--- src/rtl/if_stage_if.sv ---
// Fetch-stage bus: instruction-cache read port plus the core-side handshake.
// master = fetch stage, slave = cache/core environment.
interface if_stage_if;
  logic [31:0] iCacheReadAddr;
  logic [31:0] iCacheReadData;
  logic        stall;
  logic        redirect_valid;
  logic [31:0] redirect_pc;
  logic [31:0] instr_out;
  logic [31:0] pc_out;
  logic        instr_valid;
  logic [31:0] fetch_cnt;

  modport master (
    output iCacheReadAddr, instr_out, pc_out, instr_valid, fetch_cnt,
    input  iCacheReadData, stall, redirect_valid, redirect_pc
  );
  modport slave (
    input  iCacheReadAddr, instr_out, pc_out, instr_valid, fetch_cnt,
    output iCacheReadData, stall, redirect_valid, redirect_pc
  );
endinterface

--- src/rtl/if_stage.sv ---
// Instruction fetch stage: one-cycle-latency cache, single-entry skid buffer, redirect flush.
// Optional macro IF_PERF_CNT_EN enables the accepted-instruction counter on fetch_cnt.
module if_stage #(
  parameter logic [31:0] RESET_PC  = 32'h0000_0000,
  parameter logic [31:0] NOP_INSTR = 32'h0000_0000
) (
  input logic      clk,
  input logic      rst,
  if_stage_if.master bus
);
  typedef enum logic [1:0] {RUN, HOLD, DRAIN, FLUSH} state_t;

  state_t      state, nextState;
  logic [31:0] fetchPc, inflightPc, skidInstr, skidPc, instrOut, pcOut;
  logic        inflightV, skidV, instrValid;
  logic        useSkid, capSkid;

  always_ff @(posedge clk) begin
    if (rst) state <= RUN;
    else     state <= nextState;
  end

  // DRAIN/FLUSH behave like RUN with respect to a fresh stall
  always_comb begin
    nextState = state;
    if (bus.redirect_valid) nextState = FLUSH;
    else begin
      case (state)
        RUN:     nextState = bus.stall ? HOLD : RUN;
        HOLD:    if (!bus.stall) nextState = skidV ? DRAIN : RUN;
        DRAIN:   nextState = bus.stall ? HOLD : RUN;
        FLUSH:   nextState = bus.stall ? HOLD : RUN;
        default: nextState = RUN;
      endcase
    end
  end

  // The skid only ever fills on the first stall cycle, so it is only ever drained out of HOLD
  always_comb begin
    useSkid = 1'b0;
    capSkid = 1'b0;
    case (state)
      HOLD:    useSkid = skidV;
      default: capSkid = inflightV && !skidV;
    endcase
  end

  always_ff @(posedge clk) begin
    if (rst) begin
      fetchPc    <= RESET_PC;
      inflightV  <= 1'b0;
      inflightPc <= '0;
      skidV      <= 1'b0;
      skidInstr  <= '0;
      skidPc     <= '0;
      instrValid <= 1'b0;
      instrOut   <= NOP_INSTR;
      pcOut      <= '0;
    end else if (bus.redirect_valid) begin
      fetchPc    <= bus.redirect_pc & ~32'h3;
      inflightV  <= 1'b0;
      skidV      <= 1'b0;
      instrValid <= 1'b0;
      instrOut   <= NOP_INSTR;
    end else if (bus.stall) begin
      // held address is re-issued on release, so its response is dropped
      inflightV <= 1'b0;
      if (capSkid) begin
        skidV     <= 1'b1;
        skidInstr <= bus.iCacheReadData;
        skidPc    <= inflightPc;
      end
    end else begin
      fetchPc    <= fetchPc + 32'd4;
      inflightV  <= 1'b1;
      inflightPc <= fetchPc;
      skidV      <= 1'b0;
      if (useSkid) begin
        instrValid <= 1'b1;
        instrOut   <= skidInstr;
        pcOut      <= skidPc;
      end else begin
        instrValid <= inflightV;
        instrOut   <= inflightV ? bus.iCacheReadData : NOP_INSTR;
        pcOut      <= inflightPc;
      end
    end
  end

  assign bus.iCacheReadAddr = fetchPc;
  assign bus.instr_out      = instrOut;
  assign bus.pc_out         = pcOut;
  assign bus.instr_valid    = instrValid;

`ifdef IF_PERF_CNT_EN
  logic [31:0] fetchCnt;
  always_ff @(posedge clk) begin
    if (rst) fetchCnt <= '0;
    else if (instrValid && !bus.stall && !bus.redirect_valid) fetchCnt <= fetchCnt + 32'd1;
  end
  assign bus.fetch_cnt = fetchCnt;
`else
  assign bus.fetch_cnt = '0;
`endif
endmodule

--- src/flat_wrapper.sv ---
// flat-port wrapper written by rule: the top's interface ports become plain ports
module if_stage_flat 
#(
  parameter logic [31:0] RESET_PC  = 32'h0000_0000,
  parameter logic [31:0] NOP_INSTR = 32'h0000_0000
)
  (clk, rst, bus_iCacheReadAddr, bus_instr_out, bus_pc_out, bus_instr_valid, bus_fetch_cnt, bus_iCacheReadData, bus_stall, bus_redirect_valid, bus_redirect_pc);
  if_stage_if bus_i ();
  input logic clk;
  input logic rst;
  output wire logic [$bits(bus_i.iCacheReadAddr)-1:0] bus_iCacheReadAddr;
  output wire logic [$bits(bus_i.instr_out)-1:0] bus_instr_out;
  output wire logic [$bits(bus_i.pc_out)-1:0] bus_pc_out;
  output wire logic [$bits(bus_i.instr_valid)-1:0] bus_instr_valid;
  output wire logic [$bits(bus_i.fetch_cnt)-1:0] bus_fetch_cnt;
  input wire logic [$bits(bus_i.iCacheReadData)-1:0] bus_iCacheReadData;
  input wire logic [$bits(bus_i.stall)-1:0] bus_stall;
  input wire logic [$bits(bus_i.redirect_valid)-1:0] bus_redirect_valid;
  input wire logic [$bits(bus_i.redirect_pc)-1:0] bus_redirect_pc;
  assign bus_iCacheReadAddr = bus_i.iCacheReadAddr;
  assign bus_instr_out = bus_i.instr_out;
  assign bus_pc_out = bus_i.pc_out;
  assign bus_instr_valid = bus_i.instr_valid;
  assign bus_fetch_cnt = bus_i.fetch_cnt;
  assign bus_i.iCacheReadData = bus_iCacheReadData;
  assign bus_i.stall = bus_stall;
  assign bus_i.redirect_valid = bus_redirect_valid;
  assign bus_i.redirect_pc = bus_redirect_pc;
  if_stage #(.RESET_PC(RESET_PC), .NOP_INSTR(NOP_INSTR)) u_core (.clk(clk), .rst(rst), .bus(bus_i));
endmodule
--- config.mk ---
export PLATFORM = sky130hd
export DESIGN_NAME = if_stage_flat
export DESIGN_NICKNAME = d
export VERILOG_FILES = /design/src/rtl/if_stage_if.sv /design/src/rtl/if_stage.sv /design/src/flat_wrapper.sv
export SDC_FILE = /design/constraint.sdc
export NUM_CORES = 1
export LEC_CHECK = 0
export ABC_AREA = 1
export ABC_CLOCK_PERIOD_IN_PS = 1800
export CORE_ASPECT_RATIO = 1.25
export CORE_UTILIZATION = 51
export DETAILED_ROUTE_END_ITERATION = 16
export GPL_ROUTABILITY_DRIVEN = 0
export PLACE_DENSITY = 0.86
export SYNTH_ARGS = -nofsm -noshare
export SYNTH_HDL_FRONTEND = slang
export SYNTH_SLANG_ARGS = --single-unit
export TNS_END_PERCENT = 20
--- constraint.sdc ---
create_clock -name clk -period 1.8 [get_ports clk]
set_input_delay 0.18 -clock clk [delete_from_list [all_inputs] [get_ports clk]]
set_output_delay 0.18 -clock clk [all_outputs]
set_load 0.02 [all_outputs]
# == Yosys cells after proc, flatten, opt, wreduce, memory -nomap -nowiden ==
# Index checks and enable logic that the tools add are counted.
# totals
out_inout_bits,129
latch_bits,0
inputBits,68
memories,0
ramBits,0
rom_bits,0
ff_bits,197
# classes
bitwise_logic,2
eq_ne,5
n_lt_le_gt_ge,0
n_mux,14
add_sub_neg,1
shifts,0
n_mul,0
div,0
reduce_logical,8
# ops
cell,count
$mux W32,5
$add A32 B3 Y32 const B,1
$mux W2,3
$reduce_or A3 Y1,2
$mux W1,5
$eq A2 B2 Y1 const B,2
$pmux W2 S2,1
$ne A3 B3 Y1 const B,1
$reduce_and A3 Y1,1
$eq A2 B1 Y1 const B,1
$logic_not A2 Y1,1
$ne A2 B1 Y1 const B,1
$not A1 Y1,2
$reduce_and A2 Y1,1
$reduce_or A2 Y1,1
$logic_and A1 B1 Y1,1
$logic_not A1 Y1,1

# == Depth between registers and ports, before layout ==
# logic_depth
ltp_word,4
ltp_mapped,10

# == Least setup slack after synthesis ==
# OpenSTA, ideal clock, no wires.
# synth_path
kind,register -> register
startpoint,reg u_core.fetchPc[3] (netlist: u_core.bus.iCacheReadAddr[3])
endpoint,reg u_core.fetchPc[26] (netlist: u_core.bus.iCacheReadAddr[26])
stages_incl_launch_ff,11
setup_ns,0.110
path_buffers,0
path_slack_ns,0.172
period_less_slack_ns,1.628
arrival_time_ns,1.518
cell_sequence,dfxtp_1 ha_1 nand2_2 nor2_4 nand3_2 nor2_4 nand3_1 nand2_1 nand3_1 nand2_1 inv_1
# synth_via
elab_chain_cells,3
# synth_lines
element,line_no,rtl
"start, declared",if_stage.sv:14,"logic [31:0] fetchPc, inflightPc, skidInstr, skidPc, instrOut, pcOut;"
"start signal, assigned",if_stage.sv:60,fetchPc <= bus.redirect_pc & ~32'h3;
"start signal, assigned",if_stage.sv:74,fetchPc <= fetchPc + 32'd4;
$add A32 B3 Y32,if_stage.sv:74,
$mux W32,if_stage.sv:65,end else if (bus.stall) begin
$mux W32,if_stage.sv:59,end else if (bus.redirect_valid) begin
# No other way between the ends. The select of a mux whose other input is x is not followed.
# A chain may end at the register's enable or synchronous reset.

# == Worst setup path in the final report ==
# layout_path
startpoint,reg u_core.fetchPc[18] (netlist: u_core.bus.iCacheReadAddr[18])
endpoint,out bus_iCacheReadAddr[18]
# layout_lines
element,line_no,rtl
"end, declared",flat_wrapper.sv:11,output wire logic [$bits(bus_i.iCacheReadAddr)-1:0] bus_iCacheReadAddr;
# No word-level cell between the ends.

==> flow_metrics.tcl <==
set metrics [dict create \
    slew_headroom_pct 65.98 \
    crit_required_ns 1.62 \
    synth_top_family_by_area "compound AO/OA/AOI/OAI gates" \
    yosys.area_share.adder_pct 0.1448 \
    finalSetupTns_ns 0 \
    fin_crit_sh_pct 97.89 \
    yosysSeqAreaShare_pct 43.79 \
    worstSetupStartpoint "u_core.bus.iCacheReadAddr[18]" \
    htreeDepth 4 \
    drv_slew 0 \
    areaGrowthSynthToFinish_pct 26.67 \
    reg2reg_from "u_core.bus.iCacheReadAddr[4]" \
    die_area_sq_um 17470 \
    setup_viol 0 \
    io_buffers 158 \
    drive_gt1_share_pct 6.851 \
    power_density_nw_per_um2 833.4 \
    syn-cell-area_sq_um 8641 \
    synth_compound_area_share_pct 21.03 \
    cts_tree "built" \
    dpl-instance-area_sq_um 10390 \
    grt_overflow 0 \
    synth-xor-area-share_pct 0 \
    synth_edf_count 0 \
    worst_pin_slew_ns 0.5103 \
    clock_latency_ns 0.44 \
    hold_slack_ns 0.05730 \
    finalNetCount 1428 \
    hp-class "input pin to flop" \
    dr.pass1.iters 5 \
    synthFlopType "dfxtp_1" \
    yosysMostFrequentCell "o21ai_0" \
    io_pins 197 \
    skew_ns 0.01344 \
    synth-simple-area-share_pct 20.10 \
    start_util_pct 52.70 \
    hold_end "u_core.state[0]" \
    antenna_cells 0 \
    post_drt_via_cell_ratio 5.259 \
    power_frac_seq_pct 48.5 \
    antenna_found_initial 1 \
    drc 0 \
    final_area_sq_um 10950 \
    synth-warning-count 0 \
    grt_use_total_pct 26.72 \
    grt_pass1_vias 7866 \
    p_total_w 0.009122 \
    max_stage_delay_ns 0.67 \
    cts-buffers-inserted 17 \
    fp-row-count 52 \
    drv_cap 0 \
    p_int_w 0.006708 \
    worstPathCellList "clkdlybuf4s50_1" \
    combPwrFrac_pct 12.6 \
    reg2regPathDepth 9 \
    synth_seq_cells 189 \
    critical-path-top-delay-family "buffers and inverters" \
    p_sw_w 0.002414 \
    yosys.area.top_type_share_pct 43.79 \
    rsz0062_at_grt "no" \
    clk_pin_slew_worst_paths_ns 0.07 \
    period_needed_ns 1.762 \
    yosysTopAreaCell "dfxtp_1" \
    routed_wl_mm 23.12 \
    status "finished, final reports clean" \
    post-dp-hpwl_mm 15.76 \
    syn_inst 1216 \
    start_kind "flop" \
    reg2reg_setup_slack_ns 0.14 \
    end_kind "primary output" \
    worstPathArrival_ns 1.58 \
    fmax_ghz 0.5675 \
    cp_max_fo 6 \
    ctsLongestPathBuffers 2 \
    vias 8351 \
    irDropWorstVdd_mv 0.7801 \
    path_class "flop to primary output" \
    synth.area.top_cells "dfxtp_1 (44%), o21ai_0 (11%), inv_1 (7.0%)" \
    async_reset_ff_share_pct 0 \
    power.share.clock_pct 38.9 \
    hp-start "rst" \
    synth.area.mux_share_pct 0 \
    drtIter0Drc 792 \
    wl_per_cell_um 14.56 \
    p_leak_nw 4.596 \
    grt_max_degree 67 \
    die_y_um 147.5 \
    regToRegEndpoint "u_core.bus.iCacheReadAddr[31]" \
    finalHoldViolations 0 \
    coreArea_sq_um 16400 \
    antenna_left 0 \
    syn_area_per_cell_sq_um 7.106 \
    ctsRootBufferMaster "clkbuf_16" \
    crit_buf_inv 1 \
    clkSinkCount 189 \
    ys_top_cells_by_count "o21ai_0 (195), dfxtp_1 (189), inv_1 (162)" \
    die_w_um 118.4 \
    p_sw_share_pct 26.46 \
    whs_path_depth 2 \
    grt_pass1_wl_mm 37.25 \
    synthDistinctLibCells 36 \
    crit_slowest_cell "clkdlybuf4s50_1" \
]
-- power by group through the flow --
stage | Sequential [W] | Clock [W] | Combinational (W)
finish | 0.00442 | 0.00354 | 0.00115
global route | 0.00444 | 0.00379 | 0.00125
floorplan | 0.00459 | 0 | 0.000585
CTS | 0.00442 | 0.00360 | 0.00115
detailed placement | 0.00452 | 0 | 0.00114
global placement | 0.00451 | 0 | 0.00112
-- cells by family after synthesis --
logic type,Yosys count
AOI/OAI and AO/OA,344
adders and majority gates,1
buffers and inverters,279
DFF,189
other,1
and+or+nand+nor,402
-- through the flow --
stage          cells  setup slack [ns]  utilization (%)
2_1_floorplan   1251            0.1723                -
3_3_place_gp    1556           0.05626            63.39
3_5_place_dp    1556          -0.03422            63.39
4_1_cts         1588           0.03478            66.76
5_1_grt         1588          0.002451            66.76
6_report        1588           0.03797            66.76
-- registers in the layout, indices dropped and copies added (netlist names) --
name                       flops
u_core.skidPc                 30
u_core.bus.iCacheReadAddr     30
u_core.bus.instr_valid         1
u_core.bus.pc_out             30
u_core.bus.instr_out          32
u_core.inflightPc             30
u_core.inflightV               1
u_core.state                   2
u_core.skidV                   1
u_core.skidInstr              32
-- per-layer routing --
layer | GRT usage [%] | vias to the layer above | share of wire (%)
li1 | - | 4160 | -
met3 | 5.247 | 64 | 5.8
met1 | 29.53 | 3809 | 39
met2 | 47.53 | 318 | 50
met4 | 15.82 | 0 | 4.5
met5 | 0 | - | 0
-- placed cells by master, fill, tap and decap left out, types with 3 or more instances in the layout --
cell type | Yosys | final
o21ai_0 | 195 | 195
dfxtp_1 | 189 | 189
inv_1 | 162 | 162
clkdlybuf4s50_1 | 0 | 156
nand2_1 | 156 | 155
nor2_1 | 131 | 130
a21oi_1 | 100 | 100
nand3_1 | 84 | 84
conb_1 | 1 | 36
buf_4 | 39 | 34
a211oi_1 | 23 | 23
clkbuf_16 | 0 | 17
o21ai_1 | 11 | 11
nand4_1 | 9 | 9
buf_12 | 0 | 8
nor3_1 | 7 | 7
nor2_4 | 6 | 6
o211ai_1 | 5 | 5
inv_2 | 3 | 4
nor2_2 | 2 | 3
a22o_1 | 3 | 3
clkbuf_8 | 0 | 3
clkinv_2 | 0 | 3
-- how the worst max path moves through the flow --
| stage | to | depth (start not counted) | slack (ns) |
|---|---|---|---|
| 6_report | bus_iCacheReadAddr[18] | 1 | 0.04 |
| 2_1_floorplan | u_core.bus.iCacheReadAddr[26] | 10 | 0.17 |
| 5_1_grt | bus_iCacheReadAddr[18] | 1 | 0.002 |
| 3_3_place_gp | u_core.skidPc[30] | 8 | 0.06 |
| 3_5_place_dp | u_core.skidPc[14] | 8 | -0.03 |
| 4_1_cts | bus_iCacheReadAddr[18] | 1 | 0.03 |
-- final cells by class --
type / instances / area (sq um)
clock inverter: 10 / 80.08
multi-input combinational: 783 / 3711
fill: 1418 / 5450
sequential: 189 / 3784
inverter: 168 / 635.6
tap: 216 / 270.3
timing repair buffer: 200 / 1991
clock buffer: 22 / 474.2
-- what timing repair did --
action	in CTS	in global routing
endpoints found under the setup margin	1	0
hold buffers	0	0
gates resized for setup	1	0
setup buffers	0	0
Power figures use the tool's default switching activity.
